==> config.mk <==
export PLATFORM = sky130hd
export DESIGN_NAME = uart_motor_array_flat
export DESIGN_NICKNAME = d
export VERILOG_FILES = /design/src/rtl/uart_motor_array_if.sv /design/src/rtl/uart_motor_array.sv /design/src/flat_wrapper.sv
export SDC_FILE = /design/constraint.sdc
export NUM_CORES = 1
export LEC_CHECK = 0
export ABC_AREA = 1
export BUFFER_PORTS_ARGS = -buffer_cell sky130_fd_sc_hd__buf_4
export CORE_AREA = 2 2 112 114
export CTS_CLUSTER_DIAMETER = 30
export DETAILED_ROUTE_END_ITERATION = 12
export DIE_AREA = 0 0 114 116
export PLACE_DENSITY = 0.7
export SYNTH_ARGS = -nofsm -noshare
export SYNTH_HDL_FRONTEND = slang
export SYNTH_SLANG_ARGS = --single-unit
==> constraint.sdc <==
create_clock -name clk -period 1.57 [get_ports clk]
set_input_delay 0.314 -clock clk [delete_from_list [all_inputs] [get_ports clk]]
set_output_delay 0.314 -clock clk [all_outputs]
set_load 0.005 [all_outputs]
==> src/rtl/uart_motor_array_if.sv <==
// Command/status bundle between the UART byte source and the multi-channel motor driver.
// The master side supplies received bytes; the slave side returns drive and frame status.
interface uart_motor_array_if #(
  parameter int NCH = 2
);
  logic             rx_valid;
  logic [7:0]       rx_byte;
  logic [NCH-1:0]   pwm;
  logic [NCH-1:0]   A;
  logic [NCH-1:0]   B;
  logic [8*NCH-1:0] duty;
  logic             frame_ok;
  logic             frame_err;

  modport master (
    output rx_valid, rx_byte,
    input  pwm, A, B, duty, frame_ok, frame_err
  );

  modport slave (
    input  rx_valid, rx_byte,
    output pwm, A, B, duty, frame_ok, frame_err
  );
endinterface

==> src/rtl/uart_motor_array.sv <==
// Framed UART command parser driving NCH H-bridge channels with soft duty ramping
// and ramp-to-zero direction reversal.
module uart_motor_array #(
  parameter int NCH      = 2,
  parameter int PWM_DIV  = 4,
  parameter int RAMP_DIV = 100000,
  parameter int TIMEOUT  = 1000000
) (
  input  logic              clk,
  input  logic              reset,
  uart_motor_array_if.slave bus
);

  // Encoding chosen so that bridge A = mode[0] and B = mode[1].
  typedef enum logic [1:0] {COAST = 2'b00, FWD = 2'b01, REV = 2'b10, BRAKE = 2'b11} mode_t;
  typedef enum logic [1:0] {IDLE, GOT_HDR, GOT_CMD} state_t;

  localparam int TW = $clog2(TIMEOUT + 1);
  localparam int RW = (RAMP_DIV > 1) ? $clog2(RAMP_DIV) : 1;
  localparam int PW = (PWM_DIV > 1) ? $clog2(PWM_DIV) : 1;

  state_t         state_reg;
  logic [3:0]     ch_reg;
  mode_t          mode_reg;
  logic [TW-1:0]  timer_reg;
  logic           frame_ok_reg;
  logic           frame_err_reg;
  mode_t          pend_mode_reg [NCH];
  logic [7:0]     target_reg    [NCH];

  logic [RW-1:0]  ramp_cnt_reg;
  logic           ramp_tick;
  logic [PW-1:0]  pwm_pre_reg;
  logic           pwm_step;
  logic [7:0]     pwm_cnt_reg;
  logic           timed_out;

  assign timed_out = (timer_reg >= TW'(TIMEOUT - 1));
  assign ramp_tick = (ramp_cnt_reg == RW'(RAMP_DIV - 1));
  assign pwm_step  = (pwm_pre_reg == PW'(PWM_DIV - 1));

  // Parser, inter-byte timer and command commit share one state machine.
  always_ff @(posedge clk or negedge reset) begin
    if (!reset) begin
      state_reg     <= IDLE;
      ch_reg        <= 4'd0;
      mode_reg      <= COAST;
      timer_reg     <= '0;
      frame_ok_reg  <= 1'b0;
      frame_err_reg <= 1'b0;
      for (int i = 0; i < NCH; i++) begin
        pend_mode_reg[i] <= COAST;
        target_reg[i]    <= 8'd0;
      end
    end else begin
      frame_ok_reg  <= 1'b0;
      frame_err_reg <= 1'b0;
      if (bus.rx_valid || state_reg == IDLE) begin
        timer_reg <= '0;
      end else begin
        timer_reg <= timer_reg + TW'(1);
      end
      case (state_reg)
        IDLE: begin
          if (bus.rx_valid && bus.rx_byte[7:4] == 4'hA) begin
            ch_reg    <= bus.rx_byte[3:0];
            state_reg <= GOT_HDR;
          end
        end
        GOT_HDR: begin
          if (bus.rx_valid) begin
            if (bus.rx_byte[7:2] != 6'd0) begin
              frame_err_reg <= 1'b1;
              state_reg     <= IDLE;
            end else begin
              mode_reg  <= mode_t'(bus.rx_byte[1:0]);
              state_reg <= GOT_CMD;
            end
          end else if (timed_out) begin
            frame_err_reg <= 1'b1;
            state_reg     <= IDLE;
          end
        end
        GOT_CMD: begin
          if (bus.rx_valid) begin
            state_reg <= IDLE;
            if ({1'b0, ch_reg} < 5'(NCH)) begin
              frame_ok_reg <= 1'b1;
              for (int i = 0; i < NCH; i++) begin
                if (ch_reg == 4'(i)) begin
                  pend_mode_reg[i] <= mode_reg;
                  target_reg[i]    <= (mode_reg == FWD || mode_reg == REV) ? bus.rx_byte : 8'd0;
                end
              end
            end else begin
              frame_err_reg <= 1'b1;
            end
          end else if (timed_out) begin
            frame_err_reg <= 1'b1;
            state_reg     <= IDLE;
          end
        end
        default: state_reg <= IDLE;
      endcase
    end
  end

  always_ff @(posedge clk or negedge reset) begin
    if (!reset) begin
      ramp_cnt_reg <= '0;
      pwm_pre_reg  <= '0;
      pwm_cnt_reg  <= 8'd0;
    end else begin
      ramp_cnt_reg <= ramp_tick ? '0 : ramp_cnt_reg + RW'(1);
      pwm_pre_reg  <= pwm_step ? '0 : pwm_pre_reg + PW'(1);
      if (pwm_step) begin
        pwm_cnt_reg <= pwm_cnt_reg + 8'd1;
      end
    end
  end

  assign bus.frame_ok  = frame_ok_reg;
  assign bus.frame_err = frame_err_reg;

  genvar gi;
  generate
    for (gi = 0; gi < NCH; gi++) begin : g_ch
      mode_t      cur_mode_reg;
      logic [7:0] duty_reg;
      logic       a_reg;
      logic       b_reg;
      logic       pwm_reg;

      // A/B update in the same edge as cur_mode, so the bridge never lags the mode.
      always_ff @(posedge clk or negedge reset) begin
        if (!reset) begin
          cur_mode_reg <= COAST;
          duty_reg     <= 8'd0;
          a_reg        <= 1'b0;
          b_reg        <= 1'b0;
          pwm_reg      <= 1'b0;
        end else begin
          pwm_reg <= (cur_mode_reg == FWD || cur_mode_reg == REV) && (pwm_cnt_reg < duty_reg);
          if (ramp_tick) begin
            if (pend_mode_reg[gi] != cur_mode_reg) begin
              if (duty_reg != 8'd0) begin
                duty_reg <= duty_reg - 8'd1;
              end else begin
                cur_mode_reg <= pend_mode_reg[gi];
                a_reg        <= pend_mode_reg[gi][0];
                b_reg        <= pend_mode_reg[gi][1];
              end
            end else if (duty_reg < target_reg[gi]) begin
              duty_reg <= duty_reg + 8'd1;
            end else if (duty_reg > target_reg[gi]) begin
              duty_reg <= duty_reg - 8'd1;
            end
          end
        end
      end

      assign bus.pwm[gi]           = pwm_reg;
      assign bus.A[gi]             = a_reg;
      assign bus.B[gi]             = b_reg;
      assign bus.duty[8*gi +: 8]   = duty_reg;
    end
  endgenerate

endmodule

==> src/flat_wrapper.sv <==
// flat-port wrapper written by rule: the top's interface ports become plain ports
module uart_motor_array_flat 
#(
  parameter int NCH      = 2,
  parameter int PWM_DIV  = 4,
  parameter int RAMP_DIV = 100000,
  parameter int TIMEOUT  = 1000000
)
  (clk, reset, bus_rx_valid, bus_rx_byte, bus_pwm, bus_A, bus_B, bus_duty, bus_frame_ok, bus_frame_err);
  uart_motor_array_if #(.NCH(NCH)) bus_i ();
  input  logic clk;
  input  logic reset;
  input wire logic [$bits(bus_i.rx_valid)-1:0] bus_rx_valid;
  input wire logic [$bits(bus_i.rx_byte)-1:0] bus_rx_byte;
  output wire logic [$bits(bus_i.pwm)-1:0] bus_pwm;
  output wire logic [$bits(bus_i.A)-1:0] bus_A;
  output wire logic [$bits(bus_i.B)-1:0] bus_B;
  output wire logic [$bits(bus_i.duty)-1:0] bus_duty;
  output wire logic [$bits(bus_i.frame_ok)-1:0] bus_frame_ok;
  output wire logic [$bits(bus_i.frame_err)-1:0] bus_frame_err;
  assign bus_i.rx_valid = bus_rx_valid;
  assign bus_i.rx_byte = bus_rx_byte;
  assign bus_pwm = bus_i.pwm;
  assign bus_A = bus_i.A;
  assign bus_B = bus_i.B;
  assign bus_duty = bus_i.duty;
  assign bus_frame_ok = bus_i.frame_ok;
  assign bus_frame_err = bus_i.frame_err;
  uart_motor_array #(.NCH(NCH), .PWM_DIV(PWM_DIV), .RAMP_DIV(RAMP_DIV), .TIMEOUT(TIMEOUT)) u_core (.clk(clk), .reset(reset), .bus(bus_i));
endmodule
==> flow_summary.json <==
{
  "status": "finished with violations",
  "violations": "setup timing",
  "grt_max_degree": 38,
  "first_global_vias": 5806,
  "antennaDiodeCount": 0,
  "setup_violations": 23,
  "worstSetupPathType": "register to register",
  "die_y_um": 116,
  "rsz0062_at_grt": "true",
  "vias_per_cell": 5.43,
  "rows": 40,
  "grt_pass1_wl_mm": 26.8,
  "rrSetupSlack_ns": -0.24,
  "cts_sinks": 99,
  "cts_tree": "built",
  "synth_most_common_cell": "nand2_1",
  "worstMarginPinSlew_ns": 0.379,
  "synth_top_cell_by_area": "dfrtp_1",
  "critPathLaunchType": "register",
  "fin_skew_ns": 0.00840,
  "gp_congestion": 0.960,
  "yosysTopAreaCellShare_pct": 39.3,
  "place_inst": 1056,
  "cts_root_buffer": "clkbuf_16",
  "wl_mm": 17.3,
  "start_util_pct": 53.0,
  "ys_top_cells_by_area": "dfrtp_1 39%, nand2_1 12%, ha_1 8.7%",
  "die_x_um": 114,
  "syn_avg_cell_area_um2": 7.79,
  "final_cells": 1115,
  "initialDrtViolationCount": 473,
  "clk_latency_ns": 0.35,
  "syn_area_mm2": 0.00631,
  "synth.ff_latch_count": 99,
  "core_mm2": 0.0119,
  "crit_path_top_delay_cell": "dfrtp_1",
  "min_path_type": "input pin to register",
  "p_leak_nw": 4.30,
  "grtUsageTotal_pct": 25.4,
  "worst-path-buf-inv": 1,
  "p_per_area_mw_per_mm2": 660,
  "critPathTopFamily": "simple AND/OR/NAND/NOR gates",
  "fin_ws_ns": -0.238,
  "slew_violations": 0,
  "largest_reg_flops": 20,
  "ant_nets": 0,
  "cts_buffer_depth": 2,
  "num_vias": 6060,
  "dr.pass1.iters": 6,
  "drive_above_1_share_pct": 35.3,
  "min_period_ns": 1.81,
  "critPathArrivalTime_ns": 2.05,
  "async_flop_share_pct": 100,
  "final_nets": 1018,
  "synth.top_cells.by_count": "203 x nand2_1, 99 x dfrtp_1, 98 x inv_1, 90 x nor2_1, 47 x o21ai_0",
  "synth_cell_types": 40,
  "syn-num-nets": 865,
  "crit_chain": "ha_4, nand2_4, nor2_4, nand4_1, nor2_2, nand2_4, nand3_4, inv_2, nand2_1, nand2_1",
  "hpwl_mm": 11.4,
  "ys.flop_type": "dfrtp_1",
  "grt_antenna_before_repair": 0,
  "syn_inst": 810,
  "cp_max_fo": 6,
  "cap_violations": 0,
  "max_stage_delay_ns": 0.43,
  "yosysWarnings": 0,
  "relSlewSlack_pct": 74.6,
  "total_power_mw": 5.69,
  "path_clk_slew_ns": 0.07,
  "nFillCells": 815,
  "ir_drop_v": 0.000693,
  "grt-ovfl-total": 0,
  "finalCritPeriodShare_pct": 115,
  "placed_area_mm2": 0.00735,
  "synthToLayoutAreaGrowth_pct": 36.6,
  "synth_edf_count": 0,
  "finalInstanceArea_mm2": 0.00862,
  "numCtsBuffers": 9,
  "crit_path_end_kind": "register",
  "worst-endpoint-required_ns": 1.81,
  "finalHoldViolCount": 0,
  "drc": 0,
  "io_pins": 35,
  "ys_seq_area_share_pct": 39.3,
  "htreeDepth": 3,
  "fmax_mhz": 553,
  "die-area_mm2": 0.0132,
  "wl_per_cell_um": 15.5,
  "portBuffers": 34
}
-- layout by cell type (no fill, tap or decap), types with 5 or more instances in the layout --
cell         n
nand2_2     28
ha_4        17
a21oi_1     22
nand2_4      9
inv_2       28
nand4_1     22
clkbuf_16    9
nand3_2      5
ha_1        24
xor2_1      33
dfrtp_1     93
o21ai_0     37
nor2_2      12
nand3_1     31
o21ai_2     12
nor2_1      74
nor3_1       8
xnor2_1      8
buf_4      135
dfrtp_2      6
nand3_4      9
o21ai_1      6
nor2_4      17
nand2_1    176
buf_6       16
inv_1       76
-- path summary, 6_finish.rpt --
| path | start | depth (start not counted) | to |
|---|---|---|---|
| worst max-delay path | u_core.g_ch[1].duty_reg[4] | 10 | u_core.g_ch[1].duty_reg[2] |
| worst max register to register | u_core.g_ch[1].duty_reg[4] | 10 | u_core.g_ch[1].duty_reg[2] |
| min in group asynchronous | reset | 2 | u_core.timer_reg[10] |
| worst min register to register | u_core.pwm_pre_reg[0] | 1 | u_core.pwm_pre_reg[0] |
| max in group asynchronous | reset | 4 | u_core.ramp_cnt_reg[0] |
| worst min-delay path | bus_rx_byte[0] | 3 | u_core.ch_reg[0] |
-- power breakdown --
group	switching, mW	internal [mW]
registers	0.0566	2.65
clock network	0.985	1.36
logic	0.393	0.243
total	1.44	4.25
-- what timing repair did --
action	CTS	global route
hold buffers	1	0
resized for setup	68	96
pin swaps	26	61
setup buffers	15	27
endpoints found under the setup margin	33	66
cloned	3	0
hold endpoints to repair	19	0
-- layer usage --
metal  vias to the layer above  wire (um)  GRT usage (%)
met5                         -          0              0
met4                         0        599           9.43
met3                        53        851           4.13
met2                       204       8560           43.7
met1                      2898       7250           32.4
li1                       2905          -              -
-- kinds of logic after synthesis --
kind of cell | share of synthesized area (%)
adder cells (fa/ha/maj) | 8.73
flip-flops | 39.3
multiplexers | 0.178
AO/OA/AOI/OAI | 7.97
XOR/XNOR | 5.83
buffers and inverters | 8.53
AND/OR/NAND/NOR | 29.5
-- layout make-up --
cell class | count | area (um^2) | area share, %
clock buffers | 12 | 267 | 3.09
clock inverters | 4 | 47.5 | 0.552
inverters | 110 | 429 | 4.98
multi-input cells | 586 | 3920 | 45.4
flip-flops and latches | 99 | 2480 | 28.8
well taps | 147 | 184 | 2.13
repair buffers | 156 | 1280 | 14.9
repair inverters | 1 | 7.51 | 0.0871
-- tightest hold or removal path: cells and delay by family --
| kind | cells | cell delay, ns |
|---|---|---|
| buffers and inverters | 1 | 0.09 |
| AOI/OAI and AO/OA | 1 | 0.06 |
| and+or+nand+nor | 1 | 0.04 |
-- metrics by stage --
stage	util (%)	setup TNS, ns	setup slack (ns)	hold slack [ns]
global placement	61.7	-1.52	-0.127	0.227
detailed placement	61.7	-3.02	-0.171	0.231
CTS	67.6	-1.57	-0.157	0.194
finish	72.4	-3.30	-0.238	0.191
global route	72.4	-5.22	-0.293	0.211
floorplan	-	-0.135	-0.0213	0.0184
(Power assumes the default switching activity.)
